--- config.mk ---
export PLATFORM = sky130hd
export DESIGN_NAME = collision_scanner
export DESIGN_NICKNAME = d
export VERILOG_FILES = /design/src/rtl/collision_scanner.sv
export SDC_FILE = /design/constraint.sdc
export NUM_CORES = 1
export LEC_CHECK = 0
export BUFFER_PORTS_ARGS = -buffer_cell sky130_fd_sc_hd__buf_4
export CAP_MARGIN = 20
export CELL_PAD_IN_SITES_DETAIL_PLACEMENT = 1
export CELL_PAD_IN_SITES_GLOBAL_PLACEMENT = 1
export CORE_UTILIZATION = 49
export CTS_CLUSTER_SIZE = 40
export DETAILED_ROUTE_END_ITERATION = 7
export PLACE_DENSITY = 0.83
export SYNTH_ARGS = -nofsm -noshare
export SYNTH_HDL_FRONTEND = slang
export SYNTH_SLANG_ARGS = --single-unit
--- constraint.sdc ---
create_clock -name clk -period 5.7 [get_ports clk]
set_clock_uncertainty 0.15 [all_clocks]
set_input_delay 1.14 -clock clk [delete_from_list [all_inputs] [get_ports clk]]
set_output_delay 1.14 -clock clk [all_outputs]
set_load 0.01 [all_outputs]
--- src/rtl/collision_scanner.sv ---
// collision_scanner: streams the scene map once per start request and derives obstruction,
// hazard, end-of-level and coin-pickup results for the character. Optional macro: COIN_FIFO_EN.
module collision_scanner #(
   parameter int SCENE_W_BLK = 20,
   parameter int SCENE_H_BLK = 15,
   parameter int BLK_PX      = 20,
   parameter int CHAR_W_PX   = 20,
   parameter int CHAR_H_PX   = 40,
   parameter int MEM_LAT     = 1,
   parameter int ADDR_W      = 9,
   parameter int POS_W       = 9
) (
   input  logic              clk,
   input  logic              rst,
   input  logic              play_state,
   input  logic              start,
   input  logic [POS_W-1:0]  char_x,
   input  logic [POS_W-1:0]  char_y,
   input  logic [1:0]        blk_type,
   output logic [ADDR_W-1:0] blk_addr,
   output logic              busy,
   output logic              done,
   output logic              obs_up,
   output logic              obs_right,
   output logic              obs_down,
   output logic              obs_left,
   output logic              die,
   output logic              reach_end,
   output logic [7:0]        score,
   output logic              coin_valid,
   output logic [ADDR_W-1:0] coin_addr,
   input  logic              coin_ack
);

   localparam int W      = POS_W + 2;
   localparam int CW     = (SCENE_W_BLK > 1) ? $clog2(SCENE_W_BLK) : 1;
   localparam int RW     = (SCENE_H_BLK > 1) ? $clog2(SCENE_H_BLK) : 1;
   localparam int PIPE_D = (MEM_LAT > 0) ? MEM_LAT : 1;

   localparam logic [W-1:0]  BLK_W   = W'(BLK_PX);
   localparam logic [W-1:0]  CHR_W   = W'(CHAR_W_PX);
   localparam logic [W-1:0]  CHR_H   = W'(CHAR_H_PX);
   localparam logic [W-1:0]  HALF_W  = W'(CHAR_W_PX / 2);
   localparam logic [W-1:0]  SCN_W   = W'(SCENE_W_BLK * BLK_PX);
   localparam logic [W-1:0]  SCN_H   = W'(SCENE_H_BLK * BLK_PX);
   localparam logic [CW-1:0] COL_END = CW'(SCENE_W_BLK - 1);
   localparam logic [RW-1:0] ROW_END = RW'(SCENE_H_BLK - 1);
   localparam logic [1:0]    DRAIN_END = (MEM_LAT > 0) ? 2'(MEM_LAT - 1) : 2'd0;

   localparam logic [1:0] T_BLOCK  = 2'd1;
   localparam logic [1:0] T_CACTUS = 2'd2;
   localparam logic [1:0] T_COIN   = 2'd3;

   typedef enum logic [1:0] {S_IDLE, S_SCAN, S_DRAIN, S_DONE} state_t;

   state_t            state_q, state_d;
   logic              busy_c, accept_c, issue_c, publish_c, last_c;
   logic [1:0]        drain_q;
   logic [ADDR_W-1:0] addr_q;
   logic [CW-1:0]     col_q;
   logic [RW-1:0]     row_q;
   logic [POS_W-1:0]  cx_q, cy_q;

   // ---------------------------------------------------------------- FSM
   always_ff @(posedge clk or negedge rst) begin
      // NOTE: state elements use non-blocking assignments so every register samples
      // pre-edge values; blocking here would make results depend on block ordering.
      if (!rst) state_q <= S_IDLE;
      else      state_q <= state_d;
   end

   assign last_c = (col_q == COL_END) && (row_q == ROW_END);

   always_comb begin
      // NOTE: every combinational output gets a default first so no path infers a latch.
      state_d = state_q;
      case (state_q)
         S_IDLE:  if (start && play_state) state_d = S_SCAN;
         S_SCAN:  if (last_c) state_d = (MEM_LAT == 0) ? S_DONE : S_DRAIN;
         S_DRAIN: if (drain_q == DRAIN_END) state_d = S_DONE;
         S_DONE:  state_d = S_IDLE;
         default: state_d = S_IDLE;
      endcase
      if (!play_state) state_d = S_IDLE;
   end

   always_comb begin
      busy_c    = 1'b0;
      accept_c  = 1'b0;
      issue_c   = 1'b0;
      publish_c = 1'b0;
      case (state_q)
         S_IDLE:  accept_c = start && play_state;
         S_SCAN:  begin busy_c = 1'b1; issue_c = 1'b1; end
         S_DRAIN: busy_c = 1'b1;
         S_DONE:  publish_c = play_state;
         default: ;
      endcase
   end

   assign busy = busy_c;

   always_ff @(posedge clk or negedge rst) begin
      if (!rst)                    drain_q <= '0;
      else if (state_q == S_DRAIN) drain_q <= drain_q + 2'd1;
      else                         drain_q <= '0;
   end

   // ---------------------------------------------------- address generator
   always_ff @(posedge clk or negedge rst) begin
      if (!rst) begin
         addr_q <= '0;
         col_q  <= '0;
         row_q  <= '0;
         cx_q   <= '0;
         cy_q   <= '0;
      end else if (accept_c) begin
         addr_q <= '0;
         col_q  <= '0;
         row_q  <= '0;
         cx_q   <= char_x;
         cy_q   <= char_y;
      end else if (issue_c && !last_c) begin
         addr_q <= addr_q + ADDR_W'(1);
         if (col_q == COL_END) begin
            col_q <= '0;
            row_q <= row_q + RW'(1);
         end else begin
            col_q <= col_q + CW'(1);
         end
      end
   end

   assign blk_addr = addr_q;

   // ------------------------------------- delay pipeline pairing data with tile
   logic [PIPE_D-1:0] pv_q;
   logic [CW-1:0]     pcol_q  [PIPE_D];
   logic [RW-1:0]     prow_q  [PIPE_D];
   logic [ADDR_W-1:0] paddr_q [PIPE_D];

   always_ff @(posedge clk or negedge rst) begin
      if (!rst) begin
         pv_q <= '0;
      end else begin
         pv_q[0] <= issue_c;
         for (int i = 1; i < PIPE_D; i++) pv_q[i] <= pv_q[i-1] && (state_q != S_IDLE);
      end
   end

   always_ff @(posedge clk) begin
      pcol_q[0]  <= col_q;
      prow_q[0]  <= row_q;
      paddr_q[0] <= addr_q;
      for (int i = 1; i < PIPE_D; i++) begin
         pcol_q[i]  <= pcol_q[i-1];
         prow_q[i]  <= prow_q[i-1];
         paddr_q[i] <= paddr_q[i-1];
      end
   end

   logic              tap_v;
   logic [CW-1:0]     tap_col;
   logic [RW-1:0]     tap_row;
   logic [ADDR_W-1:0] tap_addr;

   generate
      if (MEM_LAT == 0) begin : g_lat0
         assign tap_v    = issue_c;
         assign tap_col  = col_q;
         assign tap_row  = row_q;
         assign tap_addr = addr_q;
      end else begin : g_latn
         assign tap_v    = pv_q[MEM_LAT-1];
         assign tap_col  = pcol_q[MEM_LAT-1];
         assign tap_row  = prow_q[MEM_LAT-1];
         assign tap_addr = paddr_q[MEM_LAT-1];
      end
   endgenerate

   // ----------------------------------------------------------- geometry
   logic [W-1:0] cx, cy, cr, cb, tx, ty, tr, tb;
   logic         h_ov, v_ov, proc_c, blk_c, cactus_c, coin_hit;
   logic [3:0]   touch_c, edge_c;    // {up, right, down, left}

   assign cx = W'(cx_q);
   assign cy = W'(cy_q);
   assign cr = cx + CHR_W;
   assign cb = cy + CHR_H;
   assign tx = W'(tap_col) * BLK_W;
   assign ty = W'(tap_row) * BLK_W;
   assign tr = tx + BLK_W;
   assign tb = ty + BLK_W;

   assign h_ov     = (cx < tr) && (tx < cr);
   assign v_ov     = (cy < tb) && (ty < cb);
   assign proc_c   = tap_v && busy_c && play_state;
   assign blk_c    = proc_c && (blk_type == T_BLOCK);
   assign cactus_c = proc_c && (blk_type == T_CACTUS) && h_ov && v_ov;
   assign coin_hit = proc_c && (blk_type == T_COIN) && h_ov && v_ov;

   assign touch_c = {(cy == tb) && h_ov, (cr == tx) && v_ov,
                     (cb == ty) && h_ov, (cx == tr) && v_ov};
   assign edge_c  = {cy == '0, cr == SCN_W, cb == SCN_H, cx == '0};

   // ------------------------------------------------------------ results
   logic [3:0] sh_q, obs_q;
   logic       reach_q, die_q, done_q;

   always_ff @(posedge clk or negedge rst) begin
      if (!rst) begin
         sh_q    <= '0;
         obs_q   <= '0;
         reach_q <= 1'b0;
         die_q   <= 1'b0;
         done_q  <= 1'b0;
      end else begin
         done_q <= publish_c;
         if (accept_c)   sh_q <= '0;
         else if (blk_c) sh_q <= sh_q | touch_c;
         if (publish_c) begin
            obs_q   <= sh_q | edge_c;
            reach_q <= (cx + HALF_W) >= SCN_W;
         end
         if (cactus_c) die_q <= 1'b1;
      end
   end

   assign {obs_up, obs_right, obs_down, obs_left} = obs_q;
   assign reach_end = reach_q;
   assign die       = die_q;
   assign done      = done_q;

   // ------------------------------------------------------- pending coins
   logic coin_push, coin_pop;

`ifdef COIN_FIFO_EN
   logic [ADDR_W-1:0] fifo_mem [4];
   logic [1:0]        rd_q, wr_q;
   logic [2:0]        cnt_q;
   logic              dup_c;

   always_comb begin
      dup_c = 1'b0;
      for (int i = 0; i < 4; i++)
         if ((3'(i) < cnt_q) && (fifo_mem[rd_q + 2'(i)] == tap_addr)) dup_c = 1'b1;
   end

   assign coin_push = coin_hit && (cnt_q != 3'd4) && !dup_c;
   assign coin_pop  = coin_ack && (cnt_q != 3'd0);

   // NOTE: the storage array has no reset; occupancy is tracked by cnt_q, so stale
   // entries are never visible and the array can map onto plain flops or RAM.
   always_ff @(posedge clk) begin
      if (coin_push) fifo_mem[wr_q] <= tap_addr;
   end

   always_ff @(posedge clk or negedge rst) begin
      if (!rst) begin
         rd_q  <= '0;
         wr_q  <= '0;
         cnt_q <= '0;
      end else begin
         if (coin_push) wr_q <= wr_q + 2'd1;
         if (coin_pop)  rd_q <= rd_q + 2'd1;
         cnt_q <= cnt_q + 3'(coin_push) - 3'(coin_pop);
      end
   end

   assign coin_valid = (cnt_q != 3'd0);
   assign coin_addr  = coin_valid ? fifo_mem[rd_q] : '0;
`else
   logic              pend_v_q;
   logic [ADDR_W-1:0] pend_addr_q;

   assign coin_push = coin_hit && !pend_v_q;
   assign coin_pop  = coin_ack && pend_v_q;

   always_ff @(posedge clk or negedge rst) begin
      if (!rst) begin
         pend_v_q    <= 1'b0;
         pend_addr_q <= '0;
      end else begin
         pend_v_q <= coin_push || (pend_v_q && !coin_pop);
         if (coin_push) pend_addr_q <= tap_addr;
      end
   end

   assign coin_valid = pend_v_q;
   assign coin_addr  = pend_v_q ? pend_addr_q : '0;
`endif

   // Two-digit BCD counter, wraps 99 -> 00.
   logic [7:0] score_q;

   always_ff @(posedge clk or negedge rst) begin
      if (!rst) begin
         score_q <= '0;
      end else if (coin_push) begin
         if (score_q[3:0] == 4'd9) begin
            score_q[3:0] <= 4'd0;
            score_q[7:4] <= (score_q[7:4] == 4'd9) ? 4'd0 : score_q[7:4] + 4'd1;
         end else begin
            score_q[3:0] <= score_q[3:0] + 4'd1;
         end
      end
   end

   assign score = score_q;

endmodule

### After elaboration in Yosys (flattened, before gate mapping)

Memory sizes are Yosys's and may differ from the RTL's. A register that Yosys moved wholly into a read port is not among the register bits.
Cells that the tools add are included.
Widths: inputs -> output; s select.

| word-level totals | value |
|---|---|
| flip-flop bits (word level) | 61 |
| latch bits | 0 |
| input bits | 25 |
| memory bits (writable) | 18 |
| memories kept | 3 |
| memory bits (read-only) | 0 |
| word-level logic and storage cells | 118 |

Memories:

| memory | words | width | read ports | clocked after memory_dff | write ports | RTL line | text |
|---|---|---|---|---|---|---|---|
| paddr_q | 1 | 9 | 1 | 1 | 1 | 140 | `logic [ADDR_W-1:0] paddr_q [PIPE_D];` |
| pcol_q | 1 | 5 | 1 | 0 | 1 | 138 | `logic [CW-1:0] pcol_q [PIPE_D];` |
| prow_q | 1 | 4 | 1 | 0 | 1 | 139 | `logic [RW-1:0] prow_q [PIPE_D];` |

| cells by class | value |
|---|---|
| reductions and logical operators | 37 |
| bitwise logic cells | 2 |
| eq/ne operators | 19 |
| add/sub/neg operators | 11 |
| muxes and demuxes | 23 |
| divide/modulo/power cells | 0 |
| shift-type cells | 0 |
| magnitude comparators | 5 |
| multiply operators | 2 |

Operators with widths:

| kind | number |
|---|---|
| $mux 4 | 7 |
| $mux 9 | 3 |
| $logic_not 11->1 | 2 |
| $logic_and 1x1->1 | 21 |
| $add 9x5->10 const B | 2 |
| $eq 10x9->1 const B | 2 |
| $lt 9x10->1 | 2 |
| $mux 5 | 3 |
| $add 4x1->4 const B | 3 |
| $eq 4x4->1 const B | 3 |
| $add 10x5->11 const B | 1 |
| $eq 9x11->1 | 1 |
| $lt 9x11->1 | 1 |
| $add 9x4->10 const B | 1 |
| $add 9x6->10 const B | 1 |
| $eq 10x10->1 | 1 |
| $eq 10x9->1 | 1 |
| $eq 9x10->1 | 1 |
| $ge 10x9->1 const B | 1 |
| $lt 10x10->1 | 1 |
| $mux 2 | 5 |
| $add 9x1->9 const B | 1 |
| $ne 3x3->1 const B | 3 |
| $eq 2x2->1 const B | 4 |
| other kinds (16) | 28 |

### Depth between registers and ports, before layout

| logic depth | value |
|---|---|
| depth in word-level cells | 10 |
| mapped depth | 14 |
| gate-level depth less buffers | 13 |

### Least setup slack after synthesis

Ideal clock, no wire load.

| timing path | value |
|---|---|
| path kind | register -> register |
| start point | memory pcol_q[0][1] in the netlist's numbering |
| end point | register score_q[1], in the netlist score[1] |
| setup slack | 1.951 ns |
| library setup time | 0.125 ns |
| arrival | 3.474 ns |
| cell stages (with the launch flop) | 14 |
| required time | 5.425 ns |
| path buffers | 1 |
| clock period less this slack | 3.749 ns |
| path through | dfxtp_1 -> ha_1 -> ha_1 -> fa_1 -> xor2_1 -> o2111ai_1 -> xor2_1 -> ha_1 -> a2111o_1 -> o22ai_1 -> o211ai_2 -> buf_6 -> nor3_2 -> mux2_4 |

| between the ends | value |
|---|---|
| cells in the longest elaborated chain, start to end | 8 |
| elaborated cells on any way between the ends | 9 |

RTL lines:

| item | RTL line | text |
|---|---|---|
| start: declaration | 138 |  |
| $mem_v2 1x5 (*) | n/a |  |
| $mul 5x3->8 (*) | 190 | `assign tx = W'(tap_col) * BLK_W;` |
| $add 10x5->11 | 192 | `assign tr = tx + BLK_W;` |
| $lt 9x11->1 | 195 | `assign h_ov = (cx < tr) && (tx < cr);` |
| $logic_and 1x1->1 (*) | 195 |  |
| $logic_and 1x1->1 (*) (2 in series) | 200 | `assign coin_hit = proc_c && (blk_type == T_COIN) && h_ov && v_ov;` |
| $logic_and 1x1->1 (*) | 276 | `assign coin_push = coin_hit && !pend_v_q;` |
| end signal: assignment | 304 | `score_q[3:0] <= score_q[3:0] + 4'd1;` |
| end: declaration | 294 | `logic [7:0] score_q;` |

Mark *: on every way between the ends. The rest lies on a longest branch, timed or not.
A chain may end at the register's enable or synchronous reset.

### Worst setup path after layout

| timing path | value |
|---|---|
| start point | memory pcol_q[0][1] in the netlist's numbering |
| end point | register pend_addr_q[6] (read register of paddr_q) |

| between the ends | value |
|---|---|
| cells in the longest elaborated chain, start to end | 8 |
| elaborated cells on any way between the ends | 9 |

RTL lines:

| item | RTL line | text |
|---|---|---|
| $mem_v2 1x5 (*) | n/a |  |
| $mul 5x3->8 (*) | 190 |  |
| $add 10x5->11 | 192 |  |
| $lt 9x11->1 | 195 |  |
| $logic_and 1x1->1 (*) | 195 |  |
| $logic_and 1x1->1 (*) (2 in series) | 200 |  |
| $logic_and 1x1->1 (*) | 276 |  |
| end: declaration | 274 | `logic [ADDR_W-1:0] pend_addr_q;` |

Marked as above.

==> flow_summary_export.csv <==
group,metric,value,unit
power_and_ir_drop,p_seq_frac,0.368,
route,drt-wirelength-per-cell,18.4,µm
layout,layout_commonest_cell,"nand2_1",
synth,ys_seq_area_frac,0.421,
sta,setup_viol,0,
cts,postCtsSetupRepairBufs,0,
sta,timing.final.ws_setup,1.31,ns
min_path,min_to,"drain_q[0]$_DFF_PN0_",
global_routing,antenna_found_initial,0,
synth,postSynth.asyncResetShare,0.795,
synth,synth-edff-count,0,
synth,synthTopCellsByArea,"dfrtp_1 (35%), ha_1 (14%), dfxtp_1 (7.2%)",
synth,synth_top_area_frac,0.349,
place,place_worst_setup_slack,1.39,ns
route,drc,0,
sta,fin_tns_setup,0,ns
route,drtIter0Drc,142,
power_and_ir_drop,pwr-share-comb,0.428,
power_and_ir_drop,p_sw_frac,0.430,
floorplan,die_h,103,µm
route,ant_nets,0,
setup_path,reg2reg_from,"pcol_q[0][1]$_DFF_P_",
sta,hold_violations,0,
layout,finish.utilization,0.590,
cts,cts_buffers,9,
cts,root_buffer,"clkbuf_8",
place,gp_congestion,0.827,
synth,syn-cell-area,5020,µm²
setup_path,cp-start-kind,"flip-flop",
setup_path,worstPathRequired,5.80,ns
setup_path,reg2reg_depth,12,
cts,h-tree-depth,3,
cts,cts_resized,0,
synth,ys.flop_type,"dfrtp_1",
setup_path,cp_common_cell,"ha_1",
cts,clk_path_buf_depth,2,
flow_run,maxCapViolations,0,
global_routing,grt_first_pass_wirelength,21600,µm
setup_path,cp_slowest_stage_delay,0.41,ns
cts,hold_buffers,0,
global_routing,grt_pass1_vias,4309,
cts,clock_latency,0.37,ns
setup_path,critPathCaptureType,"flip-flop",
floorplan,start_util,0.509,
synth,ys_warn_count,0,
synth,synth_fp_nets,607,
setup_path,crit_slowest_cell,"nor2_4",
global_routing,grt_max_degree,71,
setup_path,worstPathArrival,4.49,ns
layout,insertedDiodeCount,0,
setup_path,crit_type,"reg -> reg",
layout,fill_cells,1135,
global_routing,track_usage,0.268,
power_and_ir_drop,netSwitchingPower,1.13,mW
setup_path,reg2reg_slack,1.31,ns
power_and_ir_drop,power_frac_clock,0.204,
route,avgViaCountPerCell,5.66,
synth,synth_area_leader_cell,"dfrtp_1",
layout,final_cell_mix,"nand2_1 (78), dfrtp_1 (70), buf_4 (60)",
cts,clkTransAtPathRegs,0.09,ns
status,outcome,"complete, no violations",
synth,ys_ff_latch,88,
power_and_ir_drop,p_leak,2.87,nW
cts,cts_tree,"done",
sta,holdWs,0.299,ns
floorplan,die_w,103,µm
setup_path,cp_max_fo,14,
layout,drive_gt1_frac,0.162,
route,first_pass_iters,4,
setup_path,crit_chain,"ha_1 -> ha_1 -> fa_1 -> xor2_1 -> o2111ai_1 -> xor2_1 -> ha_1 -> a2111o_1 -> o22ai_1 -> o211ai_2 -> nor2_4 -> mux2_2",
route,vias,4075,
sta,relSlewSlack,0.371,
layout,areaGrowthSynthToFinish,15.9,%
synth,synth_cell_types,60,
setup_path,reg2reg_to,"pend_addr_q[6]$_DFFE_PN0P_",
power_and_ir_drop,p_int,1.50,mW
min_path,hold_start,"drain_q[0]$_DFF_PN0_",
floorplan,io_pins,60,
floorplan,rows,36,
min_path,worst_hold_path_type,"reg -> reg",
synth,avgSynthCellArea,9.58,µm²
floorplan,dieArea,10700,µm²
min_path,hold_depth,1,
place,dpl.hpwl,9650,µm
sta,rsz0062_at_grt,"false",
sta,drv_slew,0,
route,routed_wl,13300,µm
power_and_ir_drop,powerDensity,452,nW/µm²
sta,fmax,228,MHz
global_routing,grt_overflow,0,
sta,post-route-period-util,0.771,
layout,fin_nets,665,
synth,synth_cells,524,
cts,cts.sinks,88,
floorplan,coreArea,9860,µm²
power_and_ir_drop,ir_drop,0.000304,V
place,numPortBuffers,59,
sta,tightest_slew,0.944,ns
sta,period_minus_slack,4.39,ns
cell usage after synthesis (all sizes together), types with 3 or more instances:
| master | instances |
|---|---|
| a211oi | 3 |
| a21o | 3 |
| a21oi | 19 |
| and2 | 11 |
| and3 | 6 |
| buf | 4 |
| clkbuf | 9 |
| dfrtp | 70 |
| dfxtp | 18 |
| ha | 56 |
| inv | 25 |
| mux2 | 11 |
| nand2 | 78 |
| nand2b | 5 |
| nand3 | 13 |
| nand4 | 10 |
| nor2 | 37 |
| nor2b | 7 |
| nor3 | 21 |
| nor3b | 3 |
| nor4 | 4 |
| o2111ai | 3 |
| o21a | 5 |
| o21ai | 27 |
| or3 | 4 |
| xnor2 | 9 |
| xor2 | 27 |
stage by stage:
step | area [µm²] | std cells | total power [mW]
after global placement | 5570 | 704 | 1.99
final | 5820 | 720 | 2.63
after CTS | 5820 | 720 | 2.64
after global routing | 5820 | 720 | 2.82
after floorplan | 5020 | 524 | 1.72
after detailed placement | 5570 | 704 | 2.08
flip-flops by register name, summed over array words and instances, names as in the netlist, 5 cells and up:
signal       flops
blk_addr         9
col_q            5
cx_q             9
cy_q             9
paddr_q          9
pcol_q           5
pend_addr_q      9
score            8
per-layer routing:
metal / up-vias / track usage / part of all wire
met4: 0 / 0.0856 / 0.015
li1: 1939 / - / -
met1: 2047 / 0.334 / 0.44
met2: 71 / 0.472 / 0.51
met5: - / 0 / 0
met3: 18 / 0.0484 / 0.031
power by group through the flow:
stage / clock network [mW] / registers, mW / logic (mW)
floorplan: 0 / 0.903 / 0.813
finish: 0.537 / 0.968 / 1.13
global placement: 0 / 0.966 / 1.02
detailed placement: 0 / 0.975 / 1.10
global route: 0.574 / 0.993 / 1.25
CTS: 0.547 / 0.968 / 1.12
kinds of logic after synthesis:
group,Yosys count,synth area share
AND/OR/NAND/NOR,210,0.204
flip-flops,88,0.421
AO/OA/AOI/OAI,81,0.104
adder cells (fa/ha/maj),58,0.147
buffers and inverters,38,0.0316
XOR/XNOR,36,0.0628
multiplexers,13,0.0294
area by class of cell:
class | instances | area [µm²] | area share
Clock buffer | 9 | 124 | 0.0213
Clock inverter | 7 | 124 | 0.0213
Inverter | 25 | 93.8 | 0.0161
Multi-Input combinational cell | 398 | 2750 | 0.473
Sequential cell | 88 | 2110 | 0.363
Tap cell | 133 | 166 | 0.0286
Timing Repair Buffer | 60 | 450 | 0.0774
critical path, delay by kind of cell, from the launching register on:
family	cells	cell delay, ns
muxes	1	0.38
adders and majority gates	4	1.27
xor gates and xnor gates	2	0.55
and+or+nand+nor	1	0.41
AOI/OAI and AO/OA	4	1.16
DFF	1	0.35
worst max path at each step:
stage	start	end	slack, ns	cells past startpoint
after floorplan	pcol_q[0][1]$_DFF_P_	score[1]$_DFFE_PN0P_	1.95	13
after global placement	pcol_q[0][1]$_DFF_P_	pend_addr_q[3]$_DFFE_PN0P_	1.57	12
after detailed placement	pcol_q[0][1]$_DFF_P_	pend_addr_q[2]$_DFFE_PN0P_	1.39	12
after CTS	pcol_q[0][1]$_DFF_P_	pend_addr_q[6]$_DFFE_PN0P_	1.30	12
after global routing	pcol_q[0][1]$_DFF_P_	pend_addr_q[1]$_DFFE_PN0P_	1.07	12
final	pcol_q[0][1]$_DFF_P_	pend_addr_q[6]$_DFFE_PN0P_	1.31	12
Note: power is estimated with default switching activity, not from simulation.
